**src/rtl/dm_arb_pkg.sv**
```systemverilog
// Shared types and default parameters for the data-memory arbiter.
// Imported by dm_arbiter and its counter sub-module.
package dm_arb_pkg;

  typedef enum logic {
    ARB   = 1'b0,
    BURST = 1'b1
  } arb_state_e;

  localparam int unsigned AW_DEF         = 32;
  localparam int unsigned DW_DEF         = 32;
  localparam int unsigned STARVE_MAX_DEF = 4;
  localparam int unsigned BURST_MAX_DEF  = 8;

  // Bits needed to hold the values 0..max inclusive.
  function automatic int unsigned cnt_width(input int unsigned max);
    return $clog2(max + 1);
  endfunction

endpackage

```
**src/rtl/sat_counter.sv**
```systemverilog
// Saturating up-counter with synchronous clear and load.
// Priority when several controls are active: clear, then load, then inc.
module sat_counter #(
  parameter int unsigned MAX = 4,
  parameter int unsigned W   = $clog2(MAX + 1)
) (
  input  logic         clk,
  input  logic         reset,
  input  logic         clear,
  input  logic         load,
  input  logic [W-1:0] load_val,
  input  logic         inc,
  output logic [W-1:0] cnt
);

  logic [W-1:0] cnt_q;
  logic [W-1:0] cnt_d;

  always_comb begin
    cnt_d = cnt_q;
    if (clear) begin
      cnt_d = '0;
    end else if (load) begin
      cnt_d = load_val;
    end else if (inc && (cnt_q != W'(MAX))) begin
      cnt_d = cnt_q + 1'b1;
    end
  end

  always_ff @(posedge clk or negedge reset) begin
    if (!reset) begin
      cnt_q <= '0;
    end else begin
      cnt_q <= cnt_d;
    end
  end

  assign cnt = cnt_q;

endmodule

```
**src/rtl/dm_arbiter.sv**
```systemverilog
// Shares the single-port data memory between the CPU MEM stage and an ext
// loader/debug port, with bounded starvation in both directions.
module dm_arbiter
  import dm_arb_pkg::*;
#(
  parameter int unsigned AW         = AW_DEF,
  parameter int unsigned DW         = DW_DEF,
  parameter int unsigned STARVE_MAX = STARVE_MAX_DEF,
  parameter int unsigned BURST_MAX  = BURST_MAX_DEF
) (
  input  logic          clk,
  input  logic          reset,
  input  logic          cpu_rd,
  input  logic          cpu_wr,
  input  logic [AW-1:0] cpu_addr,
  input  logic [DW-1:0] cpu_wdata,
  output logic [DW-1:0] cpu_rdata,
  output logic          cpu_stall,
  input  logic          ext_req,
  input  logic          ext_we,
  input  logic          ext_lock,
  input  logic [AW-1:0] ext_addr,
  input  logic [DW-1:0] ext_wdata,
  output logic          ext_gnt,
  output logic          ext_rvalid,
  output logic [DW-1:0] ext_rdata,
  output logic [AW-1:0] dm_addr,
  output logic          dm_read,
  output logic          dm_write,
  output logic [DW-1:0] dm_wdata,
  input  logic [DW-1:0] dm_rdata
);

  localparam int unsigned SW = cnt_width(STARVE_MAX);
  localparam int unsigned BW = cnt_width(BURST_MAX);

  arb_state_e    state_q, state_d;
  logic          force_cpu_q, force_cpu_d;
  logic          ext_rvalid_q, ext_rvalid_d;
  logic [DW-1:0] ext_rdata_q, ext_rdata_d;
  logic [SW-1:0] starve_cnt;
  logic [BW-1:0] burst_cnt;
  logic          cpu_req, cpu_gnt, ext_gnt_c;
  logic          enter_burst, burst_inc;

  assign cpu_req = cpu_rd | cpu_wr;

  // Grants are forced low while reset is held so the DM sees no strobes.
  always_comb begin
    state_d     = state_q;
    force_cpu_d = force_cpu_q;
    cpu_gnt     = 1'b0;
    ext_gnt_c   = 1'b0;
    enter_burst = 1'b0;
    burst_inc   = 1'b0;
    if (reset) begin
      case (state_q)
        ARB: begin
          force_cpu_d = 1'b0;
          if (cpu_req && (force_cpu_q || !ext_req || (starve_cnt != SW'(STARVE_MAX)))) begin
            cpu_gnt = 1'b1;
          end else if (ext_req) begin
            ext_gnt_c = 1'b1;
          end
          if (ext_gnt_c && ext_lock) begin
            if (BURST_MAX > 1) begin
              state_d     = BURST;
              enter_burst = 1'b1;
            end else begin
              force_cpu_d = 1'b1;
            end
          end
        end
        BURST: begin
          ext_gnt_c = ext_req;
          burst_inc = ext_req;
          // Reaching the burst limit forces a CPU turn even if lock drops too.
          if (ext_req && (burst_cnt == BW'(BURST_MAX - 1))) begin
            state_d     = ARB;
            force_cpu_d = 1'b1;
          end else if (!ext_req || !ext_lock) begin
            state_d = ARB;
          end
        end
        default: state_d = ARB;
      endcase
    end
  end

  sat_counter #(.MAX(STARVE_MAX), .W(SW)) u_starve_cnt (
    .clk      (clk),
    .reset    (reset),
    .clear    (!ext_req || ext_gnt_c),
    .load     (1'b0),
    .load_val ('0),
    .inc      (ext_req && !ext_gnt_c),
    .cnt      (starve_cnt)
  );

  sat_counter #(.MAX(BURST_MAX), .W(BW)) u_burst_cnt (
    .clk      (clk),
    .reset    (reset),
    .clear    ((state_q == ARB) && !enter_burst),
    .load     (enter_burst),
    .load_val (BW'(1)),
    .inc      (burst_inc),
    .cnt      (burst_cnt)
  );

  always_comb begin
    dm_addr  = '0;
    dm_read  = 1'b0;
    dm_write = 1'b0;
    dm_wdata = '0;
    if (cpu_gnt) begin
      dm_addr  = cpu_addr;
      dm_read  = cpu_rd;
      dm_write = cpu_wr;
      dm_wdata = cpu_wdata;
    end else if (ext_gnt_c) begin
      dm_addr  = ext_addr;
      dm_read  = !ext_we;
      dm_write = ext_we;
      dm_wdata = ext_wdata;
    end
  end

  always_comb begin
    ext_rvalid_d = 1'b0;
    ext_rdata_d  = ext_rdata_q;
    if (ext_gnt_c && !ext_we) begin
      ext_rvalid_d = 1'b1;
      ext_rdata_d  = dm_rdata;
    end
  end

  always_ff @(posedge clk or negedge reset) begin
    if (!reset) begin
      state_q      <= ARB;
      force_cpu_q  <= 1'b0;
      ext_rvalid_q <= 1'b0;
      ext_rdata_q  <= '0;
    end else begin
      state_q      <= state_d;
      force_cpu_q  <= force_cpu_d;
      ext_rvalid_q <= ext_rvalid_d;
      ext_rdata_q  <= ext_rdata_d;
    end
  end

  assign cpu_rdata  = dm_rdata;
  assign cpu_stall  = reset && cpu_req && !cpu_gnt;
  assign ext_gnt    = ext_gnt_c;
  assign ext_rvalid = ext_rvalid_q;
  assign ext_rdata  = ext_rdata_q;

endmodule

```
**config.mk**
```make
export PLATFORM = sky130hd
export DESIGN_NAME = dm_arbiter
export DESIGN_NICKNAME = d
export VERILOG_FILES = /design/src/rtl/dm_arb_pkg.sv /design/src/rtl/sat_counter.sv /design/src/rtl/dm_arbiter.sv
export SDC_FILE = /design/constraint.sdc
export NUM_CORES = 1
export LEC_CHECK = 0
export CAP_MARGIN = 20
export CORE_AREA = 3 3 117 119
export CTS_BUF_LIST = sky130_fd_sc_hd__clkbuf_2
export DETAILED_ROUTE_END_ITERATION = 8
export DIE_AREA = 0 0 120 122
export GPL_TIMING_DRIVEN = 0
export PLACE_DENSITY = 0.74
export SKIP_CTS_REPAIR_TIMING = 1
export SYNTH_ARGS = -nofsm -noshare
export SYNTH_HDL_FRONTEND = slang
export SYNTH_SLANG_ARGS = --single-unit
```
**constraint.sdc**
```tcl
create_clock -name clk -period 1.97 [get_ports clk]
set_input_delay 0.394 -clock clk [delete_from_list [all_inputs] [get_ports clk]]
set_output_delay 0.394 -clock clk [all_outputs]
set_load 0.05 [all_outputs]
```
==> After elaboration in Yosys (flattened, before gate mapping) <==
Index checks and enable logic that the tools add are counted.
{ "classes": {"addsub": 2, "multipliers": 0, "div_mod_pow": 0, "n_lt_le_gt_ge": 0, "n_eq_ne": 4, "n_shift": 0, "n_mux": 33, "n_bitwise": 2, "reduce_logical": 23} }
{ "ops": {"columns": ["op", "n"], "rows": [
  ["$mux 32", 4],
  ["$mux 1", 21],
  ["$mux 4", 3],
  ["$logic_and 1x1->1", 10],
  ["$logic_not 1->1", 6],
  ["$mux 3", 2],
  ["$pmux 1 s2", 3],
  ["$add 4x1->4 const B", 1],
  ["$eq 4x3->1 const B", 1],
  ["$logic_or 1x1->1", 4],
  ["$ne 4x4->1 const B", 1],
  ["$add 3x1->3 const B", 1],
  ["$ne 3x3->1 const B", 1],
  ["$reduce_bool 3->1", 1],
  ["$ne 2x1->1 const B", 1],
  ["$reduce_and 2->1", 1],
  ["$reduce_bool 2->1", 1],
  ["$not 1->1", 1],
  ["$or 1x1->1", 1]
]} }
{ "totals": {"regBits": 42, "latchBits": 0, "ramBits": 0, "mem_bits_ro": 0, "input_bits": 167, "output_inout_bits": 133, "mem_count": 0} }

==> Depth between registers and ports, before layout <==
{ "logic_depth": {"word_depth": 14, "ltp_mapped": 7, "ltp_nobuf": 5} }

==> Hierarchy <==
A second synthesis with hierarchy kept.
{ "unflattened": {"cells_unflattened": 267, "area_unflattened_um2": 2999.1} }
{ "by_module_without_submodules": {"columns": ["mod", "instances", "cells_each", "area_per_inst_um2", "seq_area_each_um2"], "rows": [
  ["dm_arbiter", 1, 216, 2506.2, 875.8],
  ["sat_counter at u_burst_cnt", 1, 31, 290.3, 100.1],
  ["sat_counter at u_starve_cnt", 1, 20, 202.7, 75.1]
]} }

==> Least setup slack after synthesis <==
Ideal clock, no wire load.
{ "synth_path": {"kind": "reg2out", "startpoint": "register u_starve_cnt.cnt_q[0] (netlist: u_starve_cnt.cnt[0])", "endpoint": "output port dm_addr[10]", "arrival_time_ns": 2.493, "t_required_ns": 1.576, "setup_slack_ns": -0.917, "path_stages_with_launch": 8, "path_buffers": 2, "path_cell_list": "dfrtp_1 > inv_1 > ha_1 > nand4b_2 > buf_2 > clkbuf_1 > nand3_1 > a21boi_0"} }
{ "synth_between": {"elab_chain_len": 10} }
{ "synth_rtl": {"columns": ["item", "line_no", "rtl"], "rows": [
  ["start: declaration", "sat_counter.sv:16", "logic [W-1:0] cnt_q;"],
  ["start signal: assignment", "sat_counter.sv:34", "cnt_q <= cnt_d;"],
  ["$ne 3x3->1 (*)", "dm_arbiter.sv:60", "if (cpu_req && (force_cpu_q || !ext_req || (starve_cnt != SW'(STARVE_MAX)))) begin"],
  ["$logic_or 1x1->1 (*)", "dm_arbiter.sv:60", null],
  ["$logic_and 1x1->1 (*)", "dm_arbiter.sv:60", null],
  ["$mux 1", "dm_arbiter.sv:60", null],
  ["$mux 1", "dm_arbiter.sv:57", "case (state_q)"],
  ["$mux 1", "dm_arbiter.sv:56", "if (reset) begin"],
  ["$pmux 1 s2", "dm_arbiter.sv:57", null],
  ["$mux 1", "dm_arbiter.sv:56", null],
  ["$mux 32", "dm_arbiter.sv:120", "end else if (ext_gnt_c) begin"],
  ["$mux 32 (*)", "dm_arbiter.sv:115", "if (cpu_gnt) begin"],
  ["end: declaration", "dm_arbiter.sv:27", "output logic [AW-1:0] dm_addr,"]
]} }
Every way passes the cells marked *; elsewhere a longest branch is shown, timed or not. The select of a mux whose other input is x is not followed.

==> Worst setup path in the final report <==
{ "layout_path": {"startpoint": "input port ext_req", "endpoint": "output port dm_addr[11]"} }
{ "layout_between": {"elab_chain_len": 11} }
{ "layout_rtl": {"columns": ["item", "line_no", "rtl"], "rows": [
  ["start: declaration", "dm_arbiter.sv:19", "input logic ext_req,"],
  ["$logic_not 1->1", "dm_arbiter.sv:60", null],
  ["$logic_or 1x1->1 (2 in a row)", "dm_arbiter.sv:60", null],
  ["$logic_and 1x1->1", "dm_arbiter.sv:60", null],
  ["$mux 1", "dm_arbiter.sv:60", null],
  ["$mux 1", "dm_arbiter.sv:57", null],
  ["$mux 1", "dm_arbiter.sv:56", null],
  ["$pmux 1 s2", "dm_arbiter.sv:57", null],
  ["$mux 1", "dm_arbiter.sv:56", null],
  ["$mux 32", "dm_arbiter.sv:120", null],
  ["$mux 32 (*)", "dm_arbiter.sv:115", null]
]} }
Marks and branches as above.

==> reports/metrics.cfg <==
[detailed_routing]
drt-initial-drc-count=183
via_count=4647
vias_per_cell=5.129
wl_per_cell_um=19.43
wl_met2_um=9221
drc=0
highest_layer=met4
drt_pass1_iterations=4
wl_met1_um=6406
drtAntennaViolNets=0
wirelength_um=17600
wl_met3_um=1720

[outcome]
violations=negative setup slack
outcome=finished, violations left

[clock_tree]
cts-htree-levels=2
clock-sinks=42
clk_pin_slew_ps=210
cts_tree=done
clockBufferDepth=2
clk_latency_ps=450
cts-root-buf=clkbuf_2
cts_buffers=5

[synth]
netlist_area_mm2=0.003556
yosysSeqAreaShare_pct=29.56
synth_warnings=0
yosysTopAreaCell=dfrtp_1
synth.avg_cell_area_um2=8.802
synth_edf_count=0
synth_ff_type=dfrtp_1
synth_top_area_share_pct=29.56
async_flop_share_pct=100.0
synth_seq_cells=42
syn-num-nets=575
synthTopCellsByArea=dfrtp_1 30%, o211ai_1 14%, a21boi_0 14%
syn_inst=404
yosys-top-cells-count=67 x o211ai_1, 66 x nand3_1, 65 x a21boi_0
synth_most_common_cell=o211ai_1
ys_types=37

[worst_setup_path]
r2r-start=u_starve_cnt.cnt[0]$_DFFE_PN0P_
cp_max_fo=10
worstSetupPathType=in2out
required_ps=1580
cp.arrival_ps=2270
end_kind=primary output
crit_start=ext_req
worst_setup_path_start_kind=primary input

[timing]
drv_slew=0
setup_ws_ps=-690.0
slew_headroom_pct=63.95
finalCriticalPeriod_ps=2660
rsz0062_at_grt=yes
finalHoldViolations=0
whs_ps=367.4
period_share_pct=135.0
tightestPinTransition_ps=539.8
finalSetupViolCount=91
max_freq_mhz=375.9
skew_ps=36.40
fin_setup_tns_ps=-44770

[global_routing]
gr-total-overflow=0
grt_pass1_wl_um=25020
grt_usage_pct=21.18
grt_max_degree=41
antenna_found_initial=1
grt_pass1_vias=4845

[pwr]
p_leak_nw=4.103
ir_drop_mv=0.6790
fin_total_pwr_mw=5.254
powerDensity_mw_per_mm2=626.7

[min_path]
hold_class=in2async

[placement]
routabilityCongestion=0.8649
dp_hpwl_um=13370
placed_cells=876
port_buffers=299
place_area_mm2=0.007577
dpl_worst_slack_ps=-1654

[layout]
utilization_pct=66.16
final_cells=906
final_cell_area_mm2=0.008383
area_growth_pct=135.7
final_layout_size_suffix_gt1_share_pct=37.38
nets=903

[job]
cap_violations=0

[floorplan]
core_mm2=0.01267
die_h_um=122
die_w_um=120
dieArea_mm2=0.01464
initial_utilization_pct=28.06
std_cell_rows=41
pin_count=300

## state kept, by name, indices dropped and copies added, names as in the netlist
register          cells
ext_rdata            32
ext_rvalid            1
force_cpu_q           1
state_q               1
u_burst_cnt.cnt       4
u_starve_cnt.cnt      3
## cell type report
cell class                      instances  area (um2)
Fill cell                             994        4288
Multi-Input combinational cell        277        2894
Clock buffer                            6       30.03
Inverter                                6       22.52
Antenna cell                            1       2.502
Tap cell                              172       215.2
Sequential cell                        42        1052
Buffer                                 79       581.8
Clock inverter                          2       13.76
Timing Repair Buffer                  321        3571
## path summary, 6_finish.rpt
check | slack [ps] | endpoint | cells after the start
max | -690 | dm_addr[11] | 8
min | 370 | ext_rdata[6]$_DFFE_PN0P_ | 2
max reg2reg | -120 | ext_rdata[7]$_DFFE_PN0P_ | 8
min reg2reg | 520 | ext_rdata[28]$_DFFE_PN0P_ | 1
max in group asynchronous | 1100 | state_q$_DFFE_PN0P_ | 3
min in group clk | 520 | ext_rdata[28]$_DFFE_PN0P_ | 1
## layout by cell type (no fill, tap or decap), drive strengths merged
cell,n
nand2,7
mux2,32
nor2b,2
o31ai,1
o21ai,3
and3b,2
ha,4
nor3b,1
nor2,3
o221ai,1
mux2i,2
o21bai,1
clkbuf,41
inv,6
dlygate4sd3,3
a2bb2oi,1
a211oi,1
a21boi,65
and3,3
clkinv,2
o211ai,67
nand3,66
nand3b,2
nand4b,2
a21oi,3
a31o,1
nand4,1
o21a,1
o21ba,1
nor3,2
clkdlybuf4s50,165
dfrtp,42
buf,132
and4b,1
diode,1
dlymetal6s2s,65
o2111a,1
## layer usage
layer,GRT usage (%),up-vias
met3,7.567,20
met5,0,-
met4,5.583,0
met1,22.96,2248
met2,39.09,234
li1,-,2145
## where the power goes
part,leakage [nW],switching [mW],internal (mW)
combinational,3.55,2.11,1.54
sequential,0.522,0.124,1.08
clock,0.0330,0.310,0.0933
## cells by family after synthesis
logic type	after synthesis	share of synthesized area, %
adder cells (fa/ha/maj)	4	1.408
multiplexers	34	10.70
AO/OA/AOI/OAI	147	31.25
flip-flops	42	29.56
buffers and inverters	85	13.34
AND/OR/NAND/NOR	92	13.76
## critical path, stage by stage
cell,delay (ps)
clkdlybuf4s50_1,550
buf_4,210
and4b_2,290
buf_8,150
buf_6,150
o211ai_1,140
a21boi_4,190
buf_6,180
No activity file was read; power rests on OpenSTA's default activity.
